### config.mk
export PLATFORM = sky130hd
export DESIGN_NAME = id_ex_reg_r0
export DESIGN_NICKNAME = d
export VERILOG_FILES = /design/src/rtl/id_ex_reg_r0.sv
export SDC_FILE = /design/constraint.sdc
export NUM_CORES = 1
export LEC_CHECK = 0
export ABC_CLOCK_PERIOD_IN_PS = 3500
export BUFFER_PORTS_ARGS = -buffer_cell sky130_fd_sc_hd__buf_2
export CORE_AREA = 3 3 135 137
export CTS_BUF_LIST = sky130_fd_sc_hd__clkbuf_16
export DETAILED_ROUTE_END_ITERATION = 10
export DIE_AREA = 0 0 138 140
export HOLD_SLACK_MARGIN = 0.1
export MAX_ROUTING_LAYER = met4
export PLACE_DENSITY = 0.72
export SLEW_MARGIN = 25
export SYNTH_ARGS = -nofsm -noshare
export SYNTH_HDL_FRONTEND = slang
export SYNTH_SLANG_ARGS = --single-unit
### constraint.sdc
create_clock -name clk -period 3.5 [get_ports clk]
set_input_delay 0.875 -clock clk [delete_from_list [all_inputs] [get_ports clk]]
set_output_delay 0.875 -clock clk [all_outputs]
set_load 0.01 [all_outputs]
### src/rtl/id_ex_reg_r0.sv
// ID/EX pipeline register. Handles load-use bubble insertion, branch flush,
// downstream hold, and a saturating load-use stall counter.
module id_ex_reg_r0 #(
    parameter int unsigned ALUOP_WIDTH    = 6,
    parameter int unsigned DATA_WIDTH     = 32,
    parameter int unsigned REG_ADDR_WIDTH = 5,
    parameter int unsigned CNT_WIDTH      = 16
) (
    input  logic                        clk,
    input  logic                        rst_n,
    input  logic                        id_valid_i,
    input  logic [ALUOP_WIDTH+8:0]      id_ctrl_i,
    input  logic                        id_jal_i,
    input  logic                        id_eq_i,
    input  logic                        id_mem_signed_i,
    input  logic [1:0]                  id_mem_size_i,
    input  logic [DATA_WIDTH-1:0]       id_pc4_i,
    input  logic [DATA_WIDTH-1:0]       id_rs_data_i,
    input  logic [DATA_WIDTH-1:0]       id_rt_data_i,
    input  logic [DATA_WIDTH-1:0]       id_imm_i,
    input  logic [REG_ADDR_WIDTH-1:0]   id_rs_i,
    input  logic [REG_ADDR_WIDTH-1:0]   id_rt_i,
    input  logic [REG_ADDR_WIDTH-1:0]   id_rd_i,
    input  logic                        flush_i,
    input  logic                        ex_hold_i,
    output logic                        ex_valid_o,
    output logic [ALUOP_WIDTH+8:0]      ex_ctrl_o,
    output logic                        ex_jal_o,
    output logic                        ex_eq_o,
    output logic                        ex_mem_signed_o,
    output logic [1:0]                  ex_mem_size_o,
    output logic [DATA_WIDTH-1:0]       ex_pc4_o,
    output logic [DATA_WIDTH-1:0]       ex_rs_data_o,
    output logic [DATA_WIDTH-1:0]       ex_rt_data_o,
    output logic [DATA_WIDTH-1:0]       ex_imm_o,
    output logic [REG_ADDR_WIDTH-1:0]   ex_rs_o,
    output logic [REG_ADDR_WIDTH-1:0]   ex_rt_o,
    output logic [REG_ADDR_WIDTH-1:0]   ex_rd_o,
    output logic                        hazard_stall_c_o,
    output logic [CNT_WIDTH-1:0]        stall_cnt_o
);

    localparam int unsigned CTRL_W       = ALUOP_WIDTH + 9;
    localparam int unsigned BIT_MEMWRITE = 0;
    localparam int unsigned BIT_MEMREAD  = 1;
    localparam int unsigned BIT_JUMP     = 3;
    localparam int unsigned BIT_ALUSRC   = 4;

    logic                      valid_q,      valid_d;
    logic [CTRL_W-1:0]         ctrl_q,       ctrl_d;
    logic                      jal_q,        jal_d;
    logic                      eq_q,         eq_d;
    logic                      mem_signed_q, mem_signed_d;
    logic [1:0]                mem_size_q,   mem_size_d;
    logic [DATA_WIDTH-1:0]     pc4_q,        pc4_d;
    logic [DATA_WIDTH-1:0]     rs_data_q,    rs_data_d;
    logic [DATA_WIDTH-1:0]     rt_data_q,    rt_data_d;
    logic [DATA_WIDTH-1:0]     imm_q,        imm_d;
    logic [REG_ADDR_WIDTH-1:0] rs_q,         rs_d;
    logic [REG_ADDR_WIDTH-1:0] rt_q,         rt_d;
    logic [REG_ADDR_WIDTH-1:0] rd_q,         rd_d;
    logic [CNT_WIDTH-1:0]      stall_cnt_q,  stall_cnt_d;
    logic                      load_use_c;

    // Load in EX whose destination is a source the ID instruction actually reads.
    always_comb begin
        load_use_c = valid_q & ctrl_q[BIT_MEMREAD] & (rt_q != '0) & id_valid_i &
                     ((~id_ctrl_i[BIT_JUMP] & (id_rs_i == rt_q)) |
                      ((~id_ctrl_i[BIT_ALUSRC] | id_ctrl_i[BIT_MEMWRITE]) & (id_rt_i == rt_q)));
        hazard_stall_c_o = ~flush_i & (ex_hold_i | load_use_c);
    end

    always_comb begin
        valid_d      = valid_q;
        ctrl_d       = ctrl_q;
        jal_d        = jal_q;
        eq_d         = eq_q;
        mem_signed_d = mem_signed_q;
        mem_size_d   = mem_size_q;
        pc4_d        = pc4_q;
        rs_data_d    = rs_data_q;
        rt_data_d    = rt_data_q;
        imm_d        = imm_q;
        rs_d         = rs_q;
        rt_d         = rt_q;
        rd_d         = rd_q;
        stall_cnt_d  = stall_cnt_q;
        if (flush_i || (!ex_hold_i && load_use_c)) begin
            // Bubble: kill controls, leave datapath as-is.
            valid_d      = 1'b0;
            ctrl_d       = '0;
            jal_d        = 1'b0;
            eq_d         = 1'b0;
            mem_signed_d = 1'b0;
            mem_size_d   = '0;
            if (!flush_i && stall_cnt_q != '1) begin
                stall_cnt_d = stall_cnt_q + CNT_WIDTH'(1);
            end
        end else if (!ex_hold_i) begin
            valid_d      = id_valid_i;
            ctrl_d       = id_valid_i ? id_ctrl_i       : '0;
            jal_d        = id_valid_i & id_jal_i;
            eq_d         = id_valid_i & id_eq_i;
            mem_signed_d = id_valid_i & id_mem_signed_i;
            mem_size_d   = id_valid_i ? id_mem_size_i   : 2'b00;
            pc4_d        = id_pc4_i;
            rs_data_d    = id_rs_data_i;
            rt_data_d    = id_rt_data_i;
            imm_d        = id_imm_i;
            rs_d         = id_rs_i;
            rt_d         = id_rt_i;
            rd_d         = id_rd_i;
        end
    end

    always_ff @(posedge clk or negedge rst_n) begin
        if (!rst_n) begin
            valid_q      <= 1'b0;
            ctrl_q       <= '0;
            jal_q        <= 1'b0;
            eq_q         <= 1'b0;
            mem_signed_q <= 1'b0;
            mem_size_q   <= '0;
            pc4_q        <= '0;
            rs_data_q    <= '0;
            rt_data_q    <= '0;
            imm_q        <= '0;
            rs_q         <= '0;
            rt_q         <= '0;
            rd_q         <= '0;
            stall_cnt_q  <= '0;
        end else begin
            valid_q      <= valid_d;
            ctrl_q       <= ctrl_d;
            jal_q        <= jal_d;
            eq_q         <= eq_d;
            mem_signed_q <= mem_signed_d;
            mem_size_q   <= mem_size_d;
            pc4_q        <= pc4_d;
            rs_data_q    <= rs_data_d;
            rt_data_q    <= rt_data_d;
            imm_q        <= imm_d;
            rs_q         <= rs_d;
            rt_q         <= rt_d;
            rd_q         <= rd_d;
            stall_cnt_q  <= stall_cnt_d;
        end
    end

    assign ex_valid_o      = valid_q;
    assign ex_ctrl_o       = ctrl_q;
    assign ex_jal_o        = jal_q;
    assign ex_eq_o         = eq_q;
    assign ex_mem_signed_o = mem_signed_q;
    assign ex_mem_size_o   = mem_size_q;
    assign ex_pc4_o        = pc4_q;
    assign ex_rs_data_o    = rs_data_q;
    assign ex_rt_data_o    = rt_data_q;
    assign ex_imm_o        = imm_q;
    assign ex_rs_o         = rs_q;
    assign ex_rt_o         = rt_q;
    assign ex_rd_o         = rd_q;
    assign stall_cnt_o     = stall_cnt_q;

endmodule

==> qor.yml, run 1 <==
h-tree-depth: 4
skew_ps: 8.95
antenna_found_initial: 0
fmax_ghz: 0.342
final_cells: 1050
post_dp_cell_area_um2: 9090
criticalPathCategory: "reg -> out"
seq_area_frac_synth_pct: 64.2
cts_made_buffers: 17
post-route-drc-count: 0
p_per_area_nw_per_um2: 545
reg2reg_from: "ex_rt_o[1]"
grt_pass1_vias: 5326
worstPathMaxFanout: 5
status: "finished, final reports clean"
layout_commonest_cell: "buf_2"
rows: 48
cts.sinks: 180
nFillCells: 1474
vias_per_cell: 4.78
start_util_pct: 40.9
hold_path_class: "in -> async"
tns_ps: 0
antennaDiodeCount: 0
most-common-layout-cells: "buf_2 (347), dfrtp_1 (180), mux2_2 (74)"
dpl.hpwl_um: 13600
cap_violations: 0
clkLatencyLatePin_ps: 410
yosysTopAreaCell: "dfrtp_1"
worstRegToRegCells: 5
hold_violations: 0
io_buffers: 348
ys_ff_latch: 180
gr-usage-all-layers_pct: 18.8
end_kind: "primary output"
cp.arrival_ps: 2050
gp_congestion: 0.813
nets: 981
synthesis.nets: 617
rsz0062_at_grt: "no"
drt-initial-drc-count: 163
grt_start_max_net_pins: 56
startpoint: "ex_rt_o[1]"
synth_area_um2: 7020
syn_avg_cell_area_um2: 15.7
irDropWorstVdd_mv: 0.439
cts_tree: "yes"
rr_endpoint: "ex_pc4_o[31]"
drv_slew: 0
setup_viol: 0
fin_crit_sh_pct: 83.6
grt_overflow: 0
ant_nets: 0
chipHeight_um: 140
worstPathRequired_ps: 2620
synth_cell_types: 29
reg2reg_setup_slack_ps: 920
cts_hold_buf: 0
clock_path_buffers: 2
layout-drive-gt1-share_pct: 57.3
fin_hold_ws_ps: 400
ys_warn_count: 0
start_kind: "flop"
area_growth_pct: 38.1
drt-total-wl_um: 17500
cts-root-buf: "clkbuf_16"
design.core.area_um2: 17200
dieArea_um2: 19300
synth_top_area_share_pct: 64.2
die_w_um: 138
ys_top_cells_by_area: "dfrtp_1 (64%), mux2_2 (12%), mux2_1 (11%), xnor2_1 (2.9%), a22o_1 (2.5%)"
dp_cells: 1018
vias: 5014
relSlewSlack_pct: 62.9
dr.pass1.iters: 4
post_cts_resized: 0
worst_pin_slew_ps: 555
layout_min_cycle_time_ps: 2930
avgRoutedWirePerCell_um: 16.7
synth_cells: 448
grt_pass1_wl_um: 28400
final_area_um2: 9690
leakagePower_nw: 4.83
io_pins: 349
postCtsSetupBuffers: 0
clk_pin_slew_ps: 70
## worst max-delay path: stages, from the launching register on
cell	delay [ps]
dfrtp_1	440
or4_1	590
o21a_1	270
a21oi_1	160
nor2_1	40
buf_2	140
## area by class of cell
cell class                      instances  area [µm²]  share of cell area [%]
Inverter                                1        3.75                  0.0387
Sequential cell                       180        4500                    46.5
Tap cell                              225         282                    2.90
Clock inverter                         15         176                    1.82
Multi-Input combinational cell        246        2370                    24.4
Timing Repair Buffer                  366        1930                    19.9
Clock buffer                           17         425                    4.39
## cells in the mapped netlist
library cell,count
dfrtp_1,180
mux2_2,74
mux2_1,70
xnor2_1,23
a22o_1,20
nand3_1,12
nand4_1,10
buf_6,8
nor2_1,8
and3_1,7
buf_2,7
clkbuf_1,6
nand2_1,4
a21oi_1,2
nor4_1,2
xor2_1,2
a21o_1,1
a21oi_2,1
ha_1,1
inv_1,1
nor2b_1,1
nor3_1,1
nor4b_1,1
o2111ai_1,1
o21a_1,1
o21ai_0,1
o32ai_4,1
or2_2,1
or4_1,1
## report_power, final
part           total [mW]  internal, mW  switching [mW]  leakage (nW)
registers            2.46          2.33           0.130          2.19
logic               0.886         0.452           0.434          2.34
clock network        1.93          1.13           0.802         0.301
## cells by family (layout without fill, tap and decap cells)
logic type	after synthesis	in the layout	share of synthesized area (%)
muxes	144	144	23.1
DFF	180	180	64.2
AOI/OAI and AO/OA	28	28	3.57
and+or+nand+nor	48	48	3.67
adders and majority gates	1	1	0.178
xor gates and xnor gates	25	25	3.12
buffers and inverters	22	399	2.16
## flip-flops by register name, summed over array words and instances, names as in the netlist, 2 cells and up
signal / flops
ex_rd_o: 5
ex_rs_o: 5
ex_rs_data_o: 32
ex_rt_o: 5
ex_mem_size_o: 2
stall_cnt_o: 16
ex_rt_data_o: 32
ex_ctrl_o: 15
ex_imm_o: 32
ex_pc4_o: 32
## per-layer routing
metal  track usage [%]  vias up  wire (µm)
met5                 -        -          0
met4              5.51        0        317
met3              5.84       21       1230
met2              30.5      211       8620
met1              22.8     2440       7320
li1                  -     2342          -
## worst max path at each step
stage                       endpoint  cells past startpoint
floorplan           hazard_stall_c_o                      6
global placement        ex_pc4_o[23]                      8
detailed placement      ex_pc4_o[24]                      8
CTS                 hazard_stall_c_o                      5
global route        hazard_stall_c_o                      5
finish              hazard_stall_c_o                      5
## stage by stage
stage               setup WS, ps  total power, mW  utilization [%]
global route                 456             5.54             56.4
detailed placement           567             3.41             52.9
CTS                          551             5.37             56.4
finish                       573             5.28             56.4
global placement             644             3.38             52.9
floorplan                    531             2.91                -
No activity file was read; power rests on OpenSTA's default activity.
==> run 2, diff against run 1 <==
Settings changed: ABC_AREA set to 1, ABC_CLOCK_PERIOD_IN_PS 3500 to 2500, CORE_AREA 3 3 135 137 to unset, CORE_ASPECT_RATIO set to 0.9, CORE_MARGIN set to 3, CORE_UTILIZATION set to 43, DIE_AREA 0 0 138 140 to unset, PLACE_DENSITY 0.72 to 0.77.
Clock period 3.5 ns to 2.5 ns, I/O delays scaled along.
==> run 2 against run 1 <==
  * Sequential power grew 37%
  * Power grew 38%
  * Synthesized cell count grew 110%
  * Clock skew grew 5.3 ps
  * Combinational power grew 37%
  * Clock-buffer cell count is the same
  * Core utilization grew 2.5 points
  * Sequential cell count is the same
  * Highest routed layer unchanged
==> qor.yml, run 2 <==
status: "finished, final reports clean"  # unchanged
ys_top_cells_by_area: "dfrtp_1 (58%), nand2_1 (13%), inv_1 (8.7%), o21ai_1 (6.1%), o21ai_0 (3.5%)"  # was dfrtp_1 (64%), mux2_2 (12%), mux2_1 (11%), xnor2_1 (2.9%), a22o_1 (2.5%)
setup_viol: 0  # unchanged
vias: 7068  # was 5,014
h-tree-depth: 4  # unchanged
grt_pass1_vias: 6667  # was 5,326
dieArea_um2: 19800  # was 19,300 µm²
reg2reg_from: "ex_rt_o[1]"  # unchanged
worstPathMaxFanout: 5  # unchanged
ant_nets: 0  # unchanged
cts_hold_buf: 0  # unchanged
synth_cells: 927  # was 448
cp.arrival_ps: 1730  # was 2050 ps
ys_ff_latch: 180  # unchanged
cts_tree: "yes"  # unchanged
ys_warn_count: 0  # unchanged
fin_crit_sh_pct: 94.2
design.core.area_um2: 17700  # was 17,200 µm²
synth_commonest_cells: "nand2_1 (263), inv_1 (181), dfrtp_1 (180)"  # was dfrtp_1 (180), mux2_2 (74), mux2_1 (70)
cts.sinks: 180  # unchanged
yosysMostFrequentCell: "nand2_1"  # was dfrtp_1
p_comb_share_pct: 16.6  # was 16.8%
drv_slew: 0  # unchanged
rsz0062_at_grt: "no"  # unchanged
wl_met1_um: 8910  # was 7320 µm
skew_ps: 14.3  # was 8.95 ps
clkLatencyLatePin_ps: 430  # was 410 ps
worstPathRequired_ps: 1880  # was 2620 ps
nets: 1440  # was 981
pre_cts_ws_ps: 155  # was 567 ps
crit_chain: "inv_2 > nand2_1 > nand2_1 > nor2_2 > nand3_1 > nand2_2 > nand2_2 > o21ai_1 > buf_2"  # was or4_1 > o21a_1 > a21oi_1 > nor2_1 > buf_2
end_kind: "primary output"  # unchanged
hold_path_class: "in -> async"  # unchanged
p_per_area_nw_per_um2: 700  # was 545 nW/µm²
irDropWorstVdd_mv: 0.440  # was 0.439 mV
seq_area_frac_synth_pct: 57.7  # was 64.2%
slowest_stage: "dfrtp_1"  # was or4_1
yosysTopAreaCell: "dfrtp_1"  # unchanged
p_int_mw: 5.16  # was 3.92 mW
grt_pass1_wl_um: 33700  # was 28,400 µm
worst_path_largest_cell_delay_ps: 430  # was 590 ps
post-route-drc-count: 0  # unchanged
fin_ws_ps: 145  # was 573 ps
drt-total-wl_um: 21200  # was 17,500 µm
layout_commonest_cell: "buf_2"  # unchanged
layout-drive-gt1-share_pct: 32.5  # was 57.3%
hold_violations: 0  # unchanged
dr.pass1.iters: 7  # was 4
start_util_pct: 44.1  # was 40.9%
synth_async_sr_flop_share_pct: 100  # unchanged
synth_top_area_share_pct: 57.7  # was 64.2%
clock_path_buffers: 2  # unchanged
clkPwrFrac_pct: 37.2  # was 36.6%
swShare_pct: 29.4  # was 25.9%
top_layer: "met4"  # unchanged
drt-initial-drc-count: 397  # was 163
gp_congestion: 0.883  # was 0.813
relSlewSlack_pct: 64.1  # was 62.9%
wl_met3_um: 1500  # was 1230 µm
fmax_ghz: 0.425
p_sw_mw: 2.15  # was 1.37 mW
cts_made_buffers: 17  # unchanged
seqPwrFrac_pct: 46.3  # was 46.6%
most-common-layout-cells: "buf_2 (347), nand2_1 (263), inv_1 (180)"  # was buf_2 (347), dfrtp_1 (180), mux2_2 (74)
avgRoutedWirePerCell_um: 13.9  # was 16.7 µm
grt_start_max_net_pins: 95  # was 56
start_kind: "flop"  # unchanged
rows: 46  # was 48
yosys_most_used_dff: "dfrtp_1"  # unchanged
die_w_um: 148  # was 138 µm
vias_per_cell: 4.63  # was 4.78
worst_pin_slew_ps: 538  # was 555 ps
syn_avg_cell_area_um2: 8.43  # was 15.7 µm²
synth_area_um2: 7810  # was 7020 µm²
synthesis.nets: 1096  # was 617
leakagePower_nw: 6.24  # was 4.83 nW
cap_violations: 0  # unchanged
startpoint: "ex_rt_o[1]"  # unchanged
synth-edff-count: 0  # unchanged
dpl.hpwl_um: 16100  # was 13,600 µm
dp_cells: 1491  # was 1,018
tns_ps: 0  # unchanged
layout_min_cycle_time_ps: 2350
final_cells: 1527  # was 1,050
area_growth_pct: 33.7  # was 38.1%
clk_pin_slew_ps: 70  # about the same
io_buffers: 348  # unchanged
antenna_found_initial: 2  # was 0
chipHeight_um: 134  # was 140 µm
io_pins: 349  # unchanged
cts-root-buf: "clkbuf_16"  # unchanged
synth_cell_types: 24  # was 29
criticalPathCategory: "reg -> out"  # unchanged
grt_overflow: 0  # unchanged
gr-usage-all-layers_pct: 21.8  # was 18.8%
dr_wl_met2_um: 10100  # was 8620 µm
run 2: worst paths after layout:
path                                     to  slack (ps)  cells after the start
max in group asynchronous   ex_rt_data_o[5]        1680                      2
setup / recovery           hazard_stall_c_o         150                      9
setup reg to reg            ex_rs_data_o[4]         530                     12
min in group clk               ex_imm_o[19]         420                      3
hold reg to reg                  ex_rd_o[4]         480                      2
hold / removal             ex_rs_data_o[16]         150                      1
run 2: final cells by class:
| cell class | count | area (µm²) |
|---|---|---|
| Antenna cell | 3 | 7.51 |
| Fill cell | 1587 | 7280 |
| Multi-Input combinational cell | 517 | 2320 |
| Tap cell | 240 | 300 |
| Timing Repair Buffer | 370 | 2000 |
| Clock inverter | 15 | 185 |
| Inverter | 185 | 694 |
| Clock buffer | 17 | 425 |
| Sequential cell | 180 | 4510 |
run 2: power groups by stage:
stage / combinational (mW) / clock (mW) / sequential, mW
3_3_place_gp: 1.20 / 0 / 3.42
2_1_floorplan: 0.425 / 0 / 3.58
4_1_cts: 1.23 / 2.78 / 3.38
5_1_grt: 1.36 / 2.90 / 3.42
3_5_place_dp: 1.22 / 0 / 3.43
6_report: 1.21 / 2.72 / 3.38
run 2: repair_timing:
item | CTS | global route
setup endpoints to repair | 0 | 1
gates resized for setup | 0 | 6
buffers inserted | 0 | 1
run 2: metrics by stage:
step                area (µm²)  util [%]  total power [mW]  hold WS, ps
global route             10400      58.9              7.68          173
floorplan                 7810         -              4.00          329
detailed placement        9810      55.3              4.65          468
finish                   10400      58.9              7.31          148
global placement          9810      55.3              4.62          461
CTS                      10400      58.8              7.39          166
run 2: worst max-delay path, delay by kind of cell, from the launching register on:
kind	cells	cell delay [ps]
AOI/OAI and AO/OA	1	150
DFF	1	430
and+or+nand+nor	6	510
buffers and inverters	2	230
run 2: cell families (layout without fill, tap and decap cells):
family	count (synthesis)	in the layout	synth area share (%)
other cells	0	3	0
simple gates	356	356	18.9
compound gates	152	152	9.76
xor+xnor	8	8	0.897
flops	180	180	57.7
fa+ha+maj	1	1	0.160
buf+inv	230	587	12.7
run 2: per-layer routing:
| metal | track usage, % | up-vias |
|---|---|---|
| li1 | - | 3541 |
| met1 | 27.2 | 3225 |
| met2 | 35.0 | 264 |
| met3 | 5.17 | 38 |
| met4 | 8.11 | 0 |
| met5 | - | - |
==> run 3, diff against run 2 <==
Settings changed: SETUP_SLACK_MARGIN set to 0.15.
==> run 3 against run 2 <==
  * Core utilization rose by 0.18 points
  * Critical path depth did not move
  * Worst hold slack improved by 6.8 ps
  * Power barely moved
  * Clock power barely moved
  * Sequential share of layout area fell by 0.12 points
  * Routed wire length barely moved
  * Critical path type unchanged
  * Highest routed layer unchanged
==> qor.yml, run 3 (synthesis gave the netlist of run 2 again) <==
start_kind: "flop"  # unchanged
grt_pass1_vias: 6687  # was 6,667
worstPathRequired_ps: 1880  # about the same
vias: 7092  # was 7,068
avgRoutedWirePerCell_um: 13.9  # about the same
worstPathMaxFanout: 5  # unchanged
grt_start_max_net_pins: 95  # unchanged
relSlewSlack_pct: 64.3  # was 64.1%
vias_per_cell: 4.64  # was 4.63
fin_crit_sh_pct: 90.8  # was 94.2%
fmax_ghz: 0.441  # was 0.425 GHz
worst_pin_slew_ps: 535  # was 538 ps
hold_violations: 0  # unchanged
skew_ps: 13.6  # was 14.3 ps
clk_pin_slew_ps: 70  # about the same
cts-root-buf: "clkbuf_16"  # unchanged
p_per_area_nw_per_um2: 698  # was 700 nW/µm²
gp_congestion: 0.883  # unchanged
cts_tree: "yes"  # unchanged
grt_pass1_wl_um: 33800  # was 33,700 µm
dieArea_um2: 19800  # unchanged
status: "finished, final reports clean"  # unchanged
post-route-drc-count: 0  # unchanged
ant_nets: 0  # unchanged
fin_hold_ws_ps: 154  # was 148 ps
power_mw: 7.31  # about the same
antenna_found_initial: 2  # unchanged
layout_commonest_cell: "buf_2"  # unchanged
nets: 1442  # was 1,440
end_kind: "primary output"  # unchanged
most-common-layout-cells: "buf_2 (347), nand2_1 (262), inv_1 (180)"  # was buf_2 (347), nand2_1 (263), inv_1 (180)
clock_path_buffers: 2  # unchanged
leakagePower_nw: 6.25  # was 6.24 nW
layout_min_cycle_time_ps: 2270  # was 2350 ps
dr.pass1.iters: 4  # was 7
reg2reg_setup_slack_ps: 440  # was 530 ps
criticalPathCategory: "reg -> out"  # unchanged
rsz0062_at_grt: "yes"  # was no
drv_slew: 0  # unchanged
grt_overflow: 0  # unchanged
rows: 46  # unchanged
tns_ps: 0  # unchanged
cp.arrival_ps: 1640  # was 1730 ps
cts.sinks: 180  # unchanged
layout-drive-gt1-share_pct: 33.0  # was 32.5%
final_cells: 1529  # was 1,527
clkLatencyLatePin_ps: 420  # was 430 ps
h-tree-depth: 4  # unchanged
chipHeight_um: 134  # unchanged
dp_cells: 1491  # unchanged
drt-total-wl_um: 21200  # about the same
cap_violations: 0  # unchanged
start_util_pct: 44.1  # unchanged
io_buffers: 348  # unchanged
irDropWorstVdd_mv: 0.436  # was 0.440 mV
cts_made_buffers: 17  # unchanged
gr-usage-all-layers_pct: 21.9  # was 21.8%
design.core.area_um2: 17700  # unchanged
drt-initial-drc-count: 389  # was 397
io_pins: 349  # unchanged
hold_path_class: "in -> async"  # unchanged
setup_viol: 0  # unchanged
area_growth_pct: 34.1  # was 33.7%
die_w_um: 148  # unchanged
dpl.hpwl_um: 16100  # unchanged
[run 3: power by group]
group / internal (mW) / total [mW] / switching (mW)
combinational: 0.508 / 1.22 / 0.709
clock: 1.44 / 2.71 / 1.27
sequential: 3.21 / 3.38 / 0.169
total: 5.16 / 7.31 / 2.15
[run 3: worst max-delay path, cell delays in order (launching register included)]
cell     delay [ps]
dfrtp_1         430
inv_2            70
nand2_1          60
nand2_1          60
nor2_2          110
nand3_2          90
nand2_2          80
nand2_2          70
o21ai_2         110
buf_2           140
[run 3: timing repair]
| action | in CTS | in global routing |
|---|---|---|
| resized for setup | 3 | 8 |
| pin swaps | 1 | 2 |
| hold buffers | 0 | 0 |
| buffers inserted | 1 | 2 |
| setup endpoints to repair | 1 | 1 |
[run 3: cell type report]
class                      instances  area [µm²]
timing repair buffer             372        2020
tap                              240         300
sequential                       180        4510
clock buffer                      17         425
fill                            1581        7250
clock inverter                    15         185
multi-input combinational        517        2340
inverter                         185         694
antenna                            3        7.51
[run 3: worst paths after layout]
path                         startpoint          endpoint  cells after the start
max                          ex_rt_o[1]  hazard_stall_c_o                      9
min                               rst_n  ex_rs_data_o[16]                      1
max reg2reg                  ex_rt_o[1]   ex_rs_data_o[4]                     13
min reg2reg                  ex_rd_o[4]        ex_rd_o[4]                      2
max in group asynchronous         rst_n   ex_rt_data_o[5]                      2
min in group clk           id_imm_i[19]      ex_imm_o[19]                      3
[run 3: metrics by stage]
step	worst slack (ps)	area (µm²)	util (%)
2_1_floorplan	348	7810	-
3_3_place_gp	78.4	9810	55.3
3_5_place_dp	155	9810	55.3
4_1_cts	155	10400	58.9
5_1_grt	84.5	10500	59.1
6_report	231	10500	59.1
[run 3: per-layer routing]
layer,wire (µm),track usage [%],vias up
li1,-,-,3546
met1,8780,27.2,3236
met2,10200,35.1,265
met3,1520,5.17,45
met4,706,8.11,0
met5,0,-,-
